[src/rtl/serial_arith_pkg.sv]
// Types and defaults shared by the bit-serial adder and subtractor.
package serial_arith_pkg;

  localparam int DEFAULT_WIDTH = 8;

  typedef enum logic [1:0] {
    IDLE,
    LOADED,
    SHIFT,
    DONE
  } state_e;

endpackage

[src/rtl/full_subtractor_bit.sv]
// Combinational one-bit difference/borrow cell.
module full_subtractor_bit (
  input  logic x_i,
  input  logic y_i,
  input  logic bin_i,
  output logic diff_o,
  output logic bout_o
);

  always_comb begin
    diff_o = x_i ^ y_i ^ bin_i;
    bout_o = (~x_i & y_i) | (~(x_i ^ y_i) & bin_i);
  end

endmodule

[src/rtl/serial_subtractor.sv]
// Bit-serial LSB-first subtractor: d = a - b - bin over WIDTH cycles, with borrow and signed-overflow flags.
module serial_subtractor
  import serial_arith_pkg::*;
#(
  parameter int WIDTH = DEFAULT_WIDTH,
  parameter int CNT_W = $clog2(WIDTH)
) (
  input  logic             clk,
  input  logic             rst_n,
  input  logic             load,
  input  logic [WIDTH-1:0] a,
  input  logic [WIDTH-1:0] b,
  input  logic             bin,
  output logic [WIDTH-1:0] d,
  output logic             BF,
  output logic             OF,
  output logic             busy,
  output logic             done
);

  state_e             state_q, state_d;
  logic [WIDTH-1:0]   sa_q, sa_d, sb_q, sb_d, res_q, res_d, dout_q, dout_d;
  logic [CNT_W-1:0]   cnt_q, cnt_d;
  logic               brw_q, brw_d, amsb_q, amsb_d, bmsb_q, bmsb_d;
  logic               bf_q, bf_d, of_q, of_d, done_q, done_d;
  logic               diff_bit, brw_next, last_bit;

  full_subtractor_bit u_cell (
    .x_i    (sa_q[0]),
    .y_i    (sb_q[0]),
    .bin_i  (brw_q),
    .diff_o (diff_bit),
    .bout_o (brw_next)
  );

  assign last_bit = (cnt_q == CNT_W'(WIDTH - 1));

  always_comb begin
    state_d = state_q;
    sa_d    = sa_q;
    sb_d    = sb_q;
    res_d   = res_q;
    cnt_d   = cnt_q;
    brw_d   = brw_q;
    amsb_d  = amsb_q;
    bmsb_d  = bmsb_q;
    dout_d  = dout_q;
    bf_d    = bf_q;
    of_d    = of_q;
    done_d  = done_q;

    // A high load wins in every state; LOADED and SHIFT otherwise step one bit.
    if (load) begin
      state_d = LOADED;
      sa_d    = a;
      sb_d    = b;
      brw_d   = bin;
      res_d   = '0;
      cnt_d   = '0;
      amsb_d  = a[WIDTH-1];
      bmsb_d  = b[WIDTH-1];
      done_d  = 1'b0;
    end else begin
      case (state_q)
        LOADED, SHIFT: begin
          sa_d  = {1'b0, sa_q[WIDTH-1:1]};
          sb_d  = {1'b0, sb_q[WIDTH-1:1]};
          brw_d = brw_next;
          res_d = {diff_bit, res_q[WIDTH-1:1]};
          if (last_bit) begin
            state_d = DONE;
            dout_d  = {diff_bit, res_q[WIDTH-1:1]};
            bf_d    = brw_next;
            of_d    = (amsb_q ^ bmsb_q) & (diff_bit ^ amsb_q);
            done_d  = 1'b1;
          end else begin
            state_d = SHIFT;
            cnt_d   = cnt_q + CNT_W'(1);
          end
        end
        default: state_d = state_q;
      endcase
    end
  end

  always_ff @(posedge clk or negedge rst_n) begin
    if (!rst_n) begin
      state_q <= IDLE;
      sa_q    <= '0;
      sb_q    <= '0;
      res_q   <= '0;
      cnt_q   <= '0;
      brw_q   <= 1'b0;
      amsb_q  <= 1'b0;
      bmsb_q  <= 1'b0;
      dout_q  <= '0;
      bf_q    <= 1'b0;
      of_q    <= 1'b0;
      done_q  <= 1'b0;
    end else begin
      state_q <= state_d;
      sa_q    <= sa_d;
      sb_q    <= sb_d;
      res_q   <= res_d;
      cnt_q   <= cnt_d;
      brw_q   <= brw_d;
      amsb_q  <= amsb_d;
      bmsb_q  <= bmsb_d;
      dout_q  <= dout_d;
      bf_q    <= bf_d;
      of_q    <= of_d;
      done_q  <= done_d;
    end
  end

  assign d    = dout_q;
  assign BF   = bf_q;
  assign OF   = of_q;
  assign done = done_q;
  assign busy = (state_q == SHIFT);

endmodule

[config.mk]
export PLATFORM = sky130hd
export DESIGN_NAME = serial_subtractor
export DESIGN_NICKNAME = d
export VERILOG_FILES = /design/src/rtl/serial_arith_pkg.sv /design/src/rtl/full_subtractor_bit.sv /design/src/rtl/serial_subtractor.sv
export SDC_FILE = /design/constraint.sdc
export NUM_CORES = 1
export LEC_CHECK = 0
export CAP_MARGIN = 10
export CELL_PAD_IN_SITES_DETAIL_PLACEMENT = 1
export CELL_PAD_IN_SITES_GLOBAL_PLACEMENT = 1
export CORE_ASPECT_RATIO = 0.7
export CORE_MARGIN = 2
export CORE_UTILIZATION = 30
export CTS_BUF_LIST = sky130_fd_sc_hd__clkbuf_2
export CTS_CLUSTER_DIAMETER = 80
export DETAILED_ROUTE_END_ITERATION = 10
export PLACE_DENSITY_LB_ADDON = 0.1
export SLEW_MARGIN = 5
export SYNTH_ARGS = -nofsm -noshare
export SYNTH_HDL_FRONTEND = slang
export SYNTH_SLANG_ARGS = --single-unit
export TNS_END_PERCENT = 5
[constraint.sdc]
create_clock -name clk -period 1.9 [get_ports clk]
set_input_delay 0.38 -clock clk [delete_from_list [all_inputs] [get_ports clk]]
set_output_delay 0.38 -clock clk [all_outputs]
set_load 0.01 [all_outputs]
# [Word level (Yosys, flattened, before mapping)]
# Cells that the tools add are included.
[word_totals] regBits=43 inputBits=20 out_inout_bits=12 elab_cells=51
[op_classes] add_sub_neg=1 n_eq_ne=4 n_mux=17 bitwise=11 reduce_logical=6
[ops] operator="two-way mux 8 bit" n=6
[ops] operator="two-way mux 3 bit" n=3
[ops] operator="two-way mux 1 bit" n=6
[ops] operator="two-way mux 2 bit" n=2
[ops] operator="AND reduction 2 bit" n=2
[ops] operator="nonzero test 2 bit" n=2
[ops] operator="XOR 1 bit" n=4
[ops] operator="adder 3 x 1 -> 3 bit (second input constant)" n=1
[ops] operator="bitwise AND 1 bit" n=3
[ops] operator="== test 3 bit (second input constant)" n=1
[ops] operator="NOT 1 bit" n=3
[ops] operator="AND reduction 3 bit" n=1
[ops] operator="== test 2 x 1 -> 1 bit (second input constant)" n=1
[ops] operator="== test 2 bit (second input constant)" n=1
[ops] operator="!= test 2 bit (second input constant)" n=1
[ops] operator="OR reduction 2 bit" n=1
[ops] operator="bitwise OR 1 bit" n=1

# [Longest topological paths before layout]
# Gate-level depths: netlist of the first run.
[logic_depth] ltp_word=6 mapped_depth=7 mapped_depth_nobuf=5

# [Modules after synthesis]
# From an unflattened synthesis of the first run, not the netlist that was laid out.
[hier_totals] cells_unflattened=154 area_unflattened_um2=1821.7
[modules_own_cells] mod="serial_subtractor" n_inst=1 cells_per_inst=150 area_each_um2=1790.5 seq_area_each_um2=1051.0
[modules_own_cells] mod="full_subtractor_bit" n_inst=1 cells_per_inst=4 area_each_um2=31.3 seq_area_each_um2=0.0

# [Worst setup path before layout of the first run]
# No wires, ideal clock.
[synth_timing] path_kind="reg-to-reg" from="reg state_q[0]" to="reg dout_q[0] (netlist: d[0])" setup_ns=0.125 t_arrival_ns=1.447 t_required_ns=1.775 path_slack_ns=0.328 stages_incl_launch_ff=7 path_buffers=2 synth_period_minus_slack_ns=1.572 path_cell_list="dfrtp_1 -> inv_1 -> ha_1 -> buf_6 -> nor3b_2 -> buf_6 -> mux2_4"
[synth_between] elab_chain_cells=3 word_cells_on_any_way=4 classes_between="eq/ne: 2; reduce/logical: 2"
[synth_rtl] item="from (decl)" line="serial_subtractor.sv:21" text="state_e state_q, state_d;"
[synth_rtl] item="from (signal assigned)" line="serial_subtractor.sv:101" text="state_q <= state_d;"
[synth_rtl] item="== test 2 bit or == test 2 x 1 -> 1 bit (tied branches)" line="serial_subtractor.sv:64" text="case (state_q)"
[synth_rtl] item="OR reduction 2 bit *" line="serial_subtractor.sv:64"
[synth_rtl] item="AND reduction 3 bit (no source line) *"
[synth_rtl] item="to (signal assigned)" line="serial_subtractor.sv:109" text="dout_q <= dout_d;"
[synth_rtl] item="to (decl)" line="serial_subtractor.sv:22" text="logic [WIDTH-1:0] sa_q, sa_d, sb_q, sb_d, res_q, res_d, dout_q, dout_d;"
# Every way passes the cells marked *; elsewhere a longest branch is shown, timed or not.
# A chain may end at the register's enable or synchronous reset.

# [Worst setup path in the final report of the first run]
[layout_timing] from="reg dout_q[6] (netlist: d[6])" to="out d[6]"
[layout_lines] item="to (decl)" line="serial_subtractor.sv:14" text="output logic [WIDTH-1:0] d,"
# No word-level cell between the ends.

==> Flow_metrics.wiki, run 1 <==
{| class="wikitable"
! Metric !! Value
|-
| Number of vias per cell || 4.59
|-
| Full die area || 6860 sq um
|-
| Aggregate negative setup slack || 0 ps
|-
| Setup repair after global routing missed its margin || no
|-
| Initial detailed-routing violation count || 15
|-
| Post-Syn Instances || 156
|-
| Worst Hold Class || primary input to async pin
|-
| Placed cells || 257
|-
| Post-synthesis async set-or-reset flop share || 1.00
|-
| Most heavily used metal layer in global routing || met2
|-
| Standby leakage power || 0.00109 uW
|-
| Worst hold slack || 43.2 ps
|-
| Area of the mapped netlist || 1860 sq um
|-
| Final nets || 214
|-
| Worst slew margin relative to its limit || 0.629
|-
| Wire length of the first global-routing pass || 6920 um
|-
| Buf+Inv Stages, Crit Path || 1
|-
| Max Transition Viols Final || 0
|-
| Number of unique standard cell types used by synthesis || 19
|-
| Achievable Freq || 0.574 GHz
|-
| Die outline width || 98.1 um
|-
| Post-Synthesis Mean Instance Area || 11.9 sq um
|-
| Final worst clock skew || 22.8 ps
|-
| Cell depth of the worst flop-to-flop path || 5
|-
| Worst-path cell chain || clkdlybuf4s50_1
|-
| Global-route congestion overflow total || 0
|-
| Fin crit period || 1740 ps
|-
| Skew-Pair Late Insertion Delay || 380 ps
|-
| Number of top-level design ports || 32
|-
| Diode count || 0
|-
| CP delay by family, top || buffers and inverters
|-
| Portion of the post-synthesis area used by sequential elements || 0.565
|-
| Count of input and output buffers || 31
|-
| GPL Wtd Cong || 0.678
|-
| Slowest stage delay, CP || 560 ps
|-
| Largest fanout on the critical path || 2
|-
| Count of state elements after synthesis || 42
|-
| Initial core utilization || 0.318
|-
| Clock tree from TritonCTS || done
|-
| Global-route track usage on met1 || 0.163
|-
| Net count after synthesis || 180
|-
| Portion of synthesized cell area occupied by the leading cell type || 0.565
|-
| Endpoint arrival time on the critical path || 1360 ps
|-
| Least-Margin Pin Slew || 556 ps
|-
| Maximum number of pins on one net before global-route repair || 48
|-
| Met2 Resource Use GR || 0.208
|-
| Antenna-violating nets left || 0
|-
| Global-route usage over all layers || 0.127
|-
| Total chip power || 2400 uW
|-
| DRC violation count after routing || 0
|-
| Vias in the first global route || 1,415
|-
| Average wire per standard cell || 14.6 um
|-
| Maximum buffer depth of the clock tree || 2
|-
| Kind of start point of the critical path || flop
|-
| Clock-pin transition on the worst setup and hold timing paths || 210 ps
|-
| Total CTS buffers || 5
|-
| Biggest area consumer among synthesized cells || dfrtp_1
|-
| MaxCap Viol Count || 0
|-
| Cell Pwr Density || 1040 nW/um^2
|-
| HPWL after DPL || 2660 um
|-
| Worst R2R End || d[7]$_DFFE_PN0P_
|-
| Worst reg2reg setup slack || 180 ps
|-
| Final Instance Count excl. Fillers || 266
|-
| Area taken by multi-input logic gates || 713 sq um
|-
| Hold violation count in the final report || 0
|-
| Post-synth top cells || dfrtp_1, mux2i_1, o21ai_0
|-
| Main flop type after synthesis || dfrtp_1
|-
| DRT Pass-1 Iters || 4
|-
| Result of the run || finished clean
|-
| GR met3 Demand/Resource || 0.0330
|-
| Synth top area cells || dfrtp_1, mux2i_1, mux2_4
|-
| Rows || 23
|-
| Initial antenna violation count || 0
|-
| Origin of the critical flop-to-flop path || cnt_q[0]$_DFFE_PN0P_
|-
| Share of the clock period used by the worst path || 0.917
|-
| Required arrival time at the worst endpoint || 1520 ps
|-
| Clock sink count || 42
|-
| EDFF count, synth || 0
|-
| Via count || 1,222
|-
| Total of warnings raised by yosys || 0
|-
| Fillers || 648
|-
| Chip height || 69.9 um
|-
| Area of the core region || 5840 sq um
|-
| Total Wirelength || 3870 um
|-
| Critical Setup Path Class || flop to primary output
|-
| Most numerous cell in the Yosys netlist || dfrtp_1
|-
| Crit path capture type || primary output
|-
| Setup violators final || 0
|-
| H-tree depth reported by CTS || 2
|-
| Signed area change from the synthesized netlist to the final layout || 24.2%
|-
| Sequential Area || 1050 sq um
|-
| Share of post-route cells with drive strength above 1 || 0.141
|-
| VDD IR max || 0.000314 V
|-
| CP max-delay cell || clkdlybuf4s50_1
|-
| Root Buffer || clkbuf_2
|}
-- stage by stage --
stage	setup WS, ps	instance area, sq um	utilization
4_1_cts	103	2310	0.396
5_1_grt	53.5	2310	0.396
2_1_floorplan	328	1860	-
3_5_place_dp	84.5	2240	0.383
3_3_place_gp	92.1	2240	0.383
6_report	157	2310	0.396
-- cells in the final DEF (no fill, tap or decap), types with 4 or more instances in the layout --
cell type / n
a21oi_1: 7
buf_4: 5
clkbuf_2: 5
clkdlybuf4s50_1: 29
dfrtp_1: 42
inv_1: 7
mux2_2: 4
mux2_4: 7
mux2i_1: 22
nand2_1: 17
nor2_1: 13
o21ai_0: 18
-- power by group --
group | switching (uW) | internal (uW)
registers | 91.0 | 1040
clock network | 283 | 219
logic | 398 | 366
-- worst max-delay path by stage --
| stage | start | end | slack (ps) | cells after the start |
|---|---|---|---|---|
| after global routing | d[6]$_DFFE_PN0P_ | d[6] | 50 | 1 |
| after floorplan | state_q[0]$_DFFE_PN0P_ | d[0]$_DFFE_PN0P_ | 330 | 6 |
| after detailed placement | load | d[7]$_DFFE_PN0P_ | 80 | 4 |
| after global placement | load | d[7]$_DFFE_PN0P_ | 90 | 4 |
| final | d[6]$_DFFE_PN0P_ | d[6] | 160 | 1 |
| after CTS | d[6]$_DFFE_PN0P_ | d[6] | 100 | 1 |
-- flip-flops by register name (all words and copies together), names as in the netlist --
register and cells:
cnt_q 3, d 8, res_q 7, sb_q 8, state_q 2, BF 1
OF 1, amsb_q 1, brw_q 1, bmsb_q 1, done 1, sa_q 8
-- cell type report --
cell class	count	area share
Tap cell	75	0.0406
Timing Repair Buffer	37	0.156
Clock buffer	5	0.0108
Sequential cell	42	0.455
Clock inverter	3	0.0173
Multi-Input combinational cell	97	0.309
Inverter	7	0.0114
-- what timing repair did --
item / in CTS / in global routing
setup buffers: 1 / 0
hold buffers: 0 / 0
gates resized for setup: 1 / 0
endpoints found under the setup margin: 1 / 0
-- metal layers --
layer,wire (um),part of all wire
met1,1820,0.47
met2,1880,0.49
met3,149,0.038
met4,24,0.0062
met5,0,0
-- logic make-up (layout without fill, tap and decap cells) --
family,Yosys count,count (layout),synth area share
AO/OA/AOI/OAI,27,27,0.0767
multiplexers,33,33,0.199
XOR/XNOR,1,1,0.00471
AND/OR/NAND/NOR,32,32,0.0720
flip-flops,42,42,0.565
adder cells (fa/ha/maj),4,4,0.0309
buffers and inverters,17,52,0.0518
(Power assumes the default switching activity.)
==> inputs of run 2 (changes only) <==
- CTS_BUF_LIST: sky130_fd_sc_hd__clkbuf_2 -> not set
==> Flow_metrics.wiki, run 2 (synthesis gave the netlist of run 1 again) <==
{| class="wikitable"
! Metric !! Value
|-
| Global-route usage over all layers || 0.126
|-
| Full die area || 6860 sq um
|-
| Area of the core region || 5840 sq um
|-
| Hold violation count in the final report || 0
|-
| Result of the run || finished clean
|-
| Cell Pwr Density || 1100 nW/um^2
|-
| Least-Margin Pin Slew || 539 ps
|-
| Proportion of power drawn by flip-flops and latches || 0.440
|-
| Count of input and output buffers || 31
|-
| DRT Pass-1 Iters || 4
|-
| Vias in the first global route || 1,426
|-
| Worst Hold Class || primary input to async pin
|-
| Share of post-route cells with drive strength above 1 || 0.137
|-
| Number of top-level design ports || 32
|-
| Share of total power in the clock network || 0.266
|-
| Total CTS buffers || 5
|-
| Fin crit period || 1780 ps
|-
| HPWL after DPL || 2660 um
|-
| DRC violation count after routing || 0
|-
| Maximum buffer depth of the clock tree || 2
|-
| Post-cts sizing count || 0
|-
| H-tree depth reported by CTS || 2
|-
| Via count || 1,230
|-
| Fillers || 642
|-
| Switching power || 786 uW
|-
| Antenna-violating nets left || 0
|-
| Clock-pin transition on the worst setup and hold timing paths || 80 ps
|-
| Largest fanout on the critical path || 2
|-
| Wire length of the first global-routing pass || 6930 um
|-
| Hold-fix buffers, CTS || 0
|-
| Achievable Freq || 0.563 GHz
|-
| Total chip power || 2580 uW
|-
| Part of the total power dissipated in combinational logic || 0.295
|-
| Kind of start point of the critical path || flop
|-
| Int Power || 1790 uW
|-
| Initial detailed-routing violation count || 20
|-
| Maximum number of pins on one net before global-route repair || 48
|-
| GPL Wtd Cong || 0.678
|-
| Clock sink count || 42
|-
| Aggregate negative setup slack || 0 ps
|-
| Root Buffer || clkbuf_8
|-
| VDD IR max || 0.000367 V
|-
| Average wire per standard cell || 14.6 um
|-
| Most common library cell in the layout ignoring fill and taps || dfrtp_1
|-
| Clock tree from TritonCTS || done
|-
| Signed area change from the synthesized netlist to the final layout || 26.2%
|-
| Global-route congestion overflow total || 0
|-
| Standby leakage power || 0.00110 uW
|-
| Final worst clock skew || 7.36 ps
|-
| Initial core utilization || 0.318
|-
| Highest-count cells in the layout ignoring fill and taps || dfrtp_1, clkdlybuf4s50_1, mux2i_1
|-
| Chip height || 69.9 um
|-
| Skew-Pair Late Insertion Delay || 290 ps
|-
| Max Transition Viols Final || 0
|-
| Crit path capture type || primary output
|-
| Share of the clock period used by the worst path || 0.935
|-
| Share of total power consumed by net switching || 0.305
|-
| MaxCap Viol Count || 0
|-
| Worst slew margin relative to its limit || 0.640
|-
| Rows || 23
|-
| Final nets || 213
|-
| Setup repair after global routing missed its margin || no
|-
| Setup Fix Bufs, Post-CTS || 0
|-
| Initial antenna violation count || 0
|-
| Endpoint arrival time on the critical path || 1400 ps
|-
| Number of vias per cell || 4.64
|-
| Total Wirelength || 3860 um
|-
| Diode count || 0
|-
| Die outline width || 98.1 um
|-
| Critical Setup Path Class || flop to primary output
|-
| Setup violators final || 0
|-
| Required arrival time at the worst endpoint || 1520 ps
|}
==> run 2: cell type report <==
type                    count  area [sq um]  share of cell area
clock inverters             3          40.0              0.0170
inverters                   7          26.3              0.0112
repair buffers             36           355               0.151
well taps                  75          93.8              0.0400
flip-flops and latches     42          1050               0.448
clock buffers               5          68.8              0.0293
multi-input cells          97           713               0.304
==> run 2: final timing paths <==
check / start / end / slack (ps) / cells after the start
setup / recovery: state_q[0]$_DFFE_PN0P_ / busy / 120 / 3
setup reg to reg: cnt_q[0]$_DFFE_PN0P_ / d[7]$_DFFE_PN0P_ / 200 / 5
hold / removal: rst_n / sa_q[3]$_DFFE_PN0P_ / 160 / 2
hold reg to reg: sb_q[7]$_DFFE_PN0P_ / sb_q[7]$_DFFE_PN0P_ / 510 / 1
max in group asynchronous: rst_n / res_q[1]$_DFFE_PN0P_ / 1370 / 2
min in group clk: sb_q[7]$_DFFE_PN0P_ / sb_q[7]$_DFFE_PN0P_ / 510 / 1
==> run 2: stage by stage <==
stage / hold slack, ps / cell area, sq um / setup slack (ps) / instances / utilization
floorplan: 84.4 / 1860 / 328 / 156 / -
CTS: 175 / 2350 / 101 / 265 / 0.402
finish: 160 / 2350 / 124 / 265 / 0.402
global route: 203 / 2350 / 73.6 / 265 / 0.402
detailed placement: 484 / 2240 / 84.5 / 257 / 0.383
global placement: 481 / 2240 / 92.1 / 257 / 0.383
==> run 2: routing by layer <==
layer	track usage	part of all wire	up-vias
li1	-	-	587
met1	0.161	0.47	621
met2	0.211	0.49	18
met3	0.0330	0.035	4
met4	0.0370	0.010	0
met5	0	0	-
==> run 2: critical path, stage by stage, from the launching register on <==
cell and delay [ps]:
dfrtp_1 380, inv_1 60, ha_1 140, clkdlybuf4s50_1 520
==> run 2: power by group through the flow <==
stage	Clock [uW]	Combinational, uW	Sequential, uW
2_1_floorplan	0	597	1120
3_3_place_gp	0	731	1140
3_5_place_dp	0	773	1150
4_1_cts	711	777	1140
5_1_grt	752	856	1160
6_report	684	760	1130
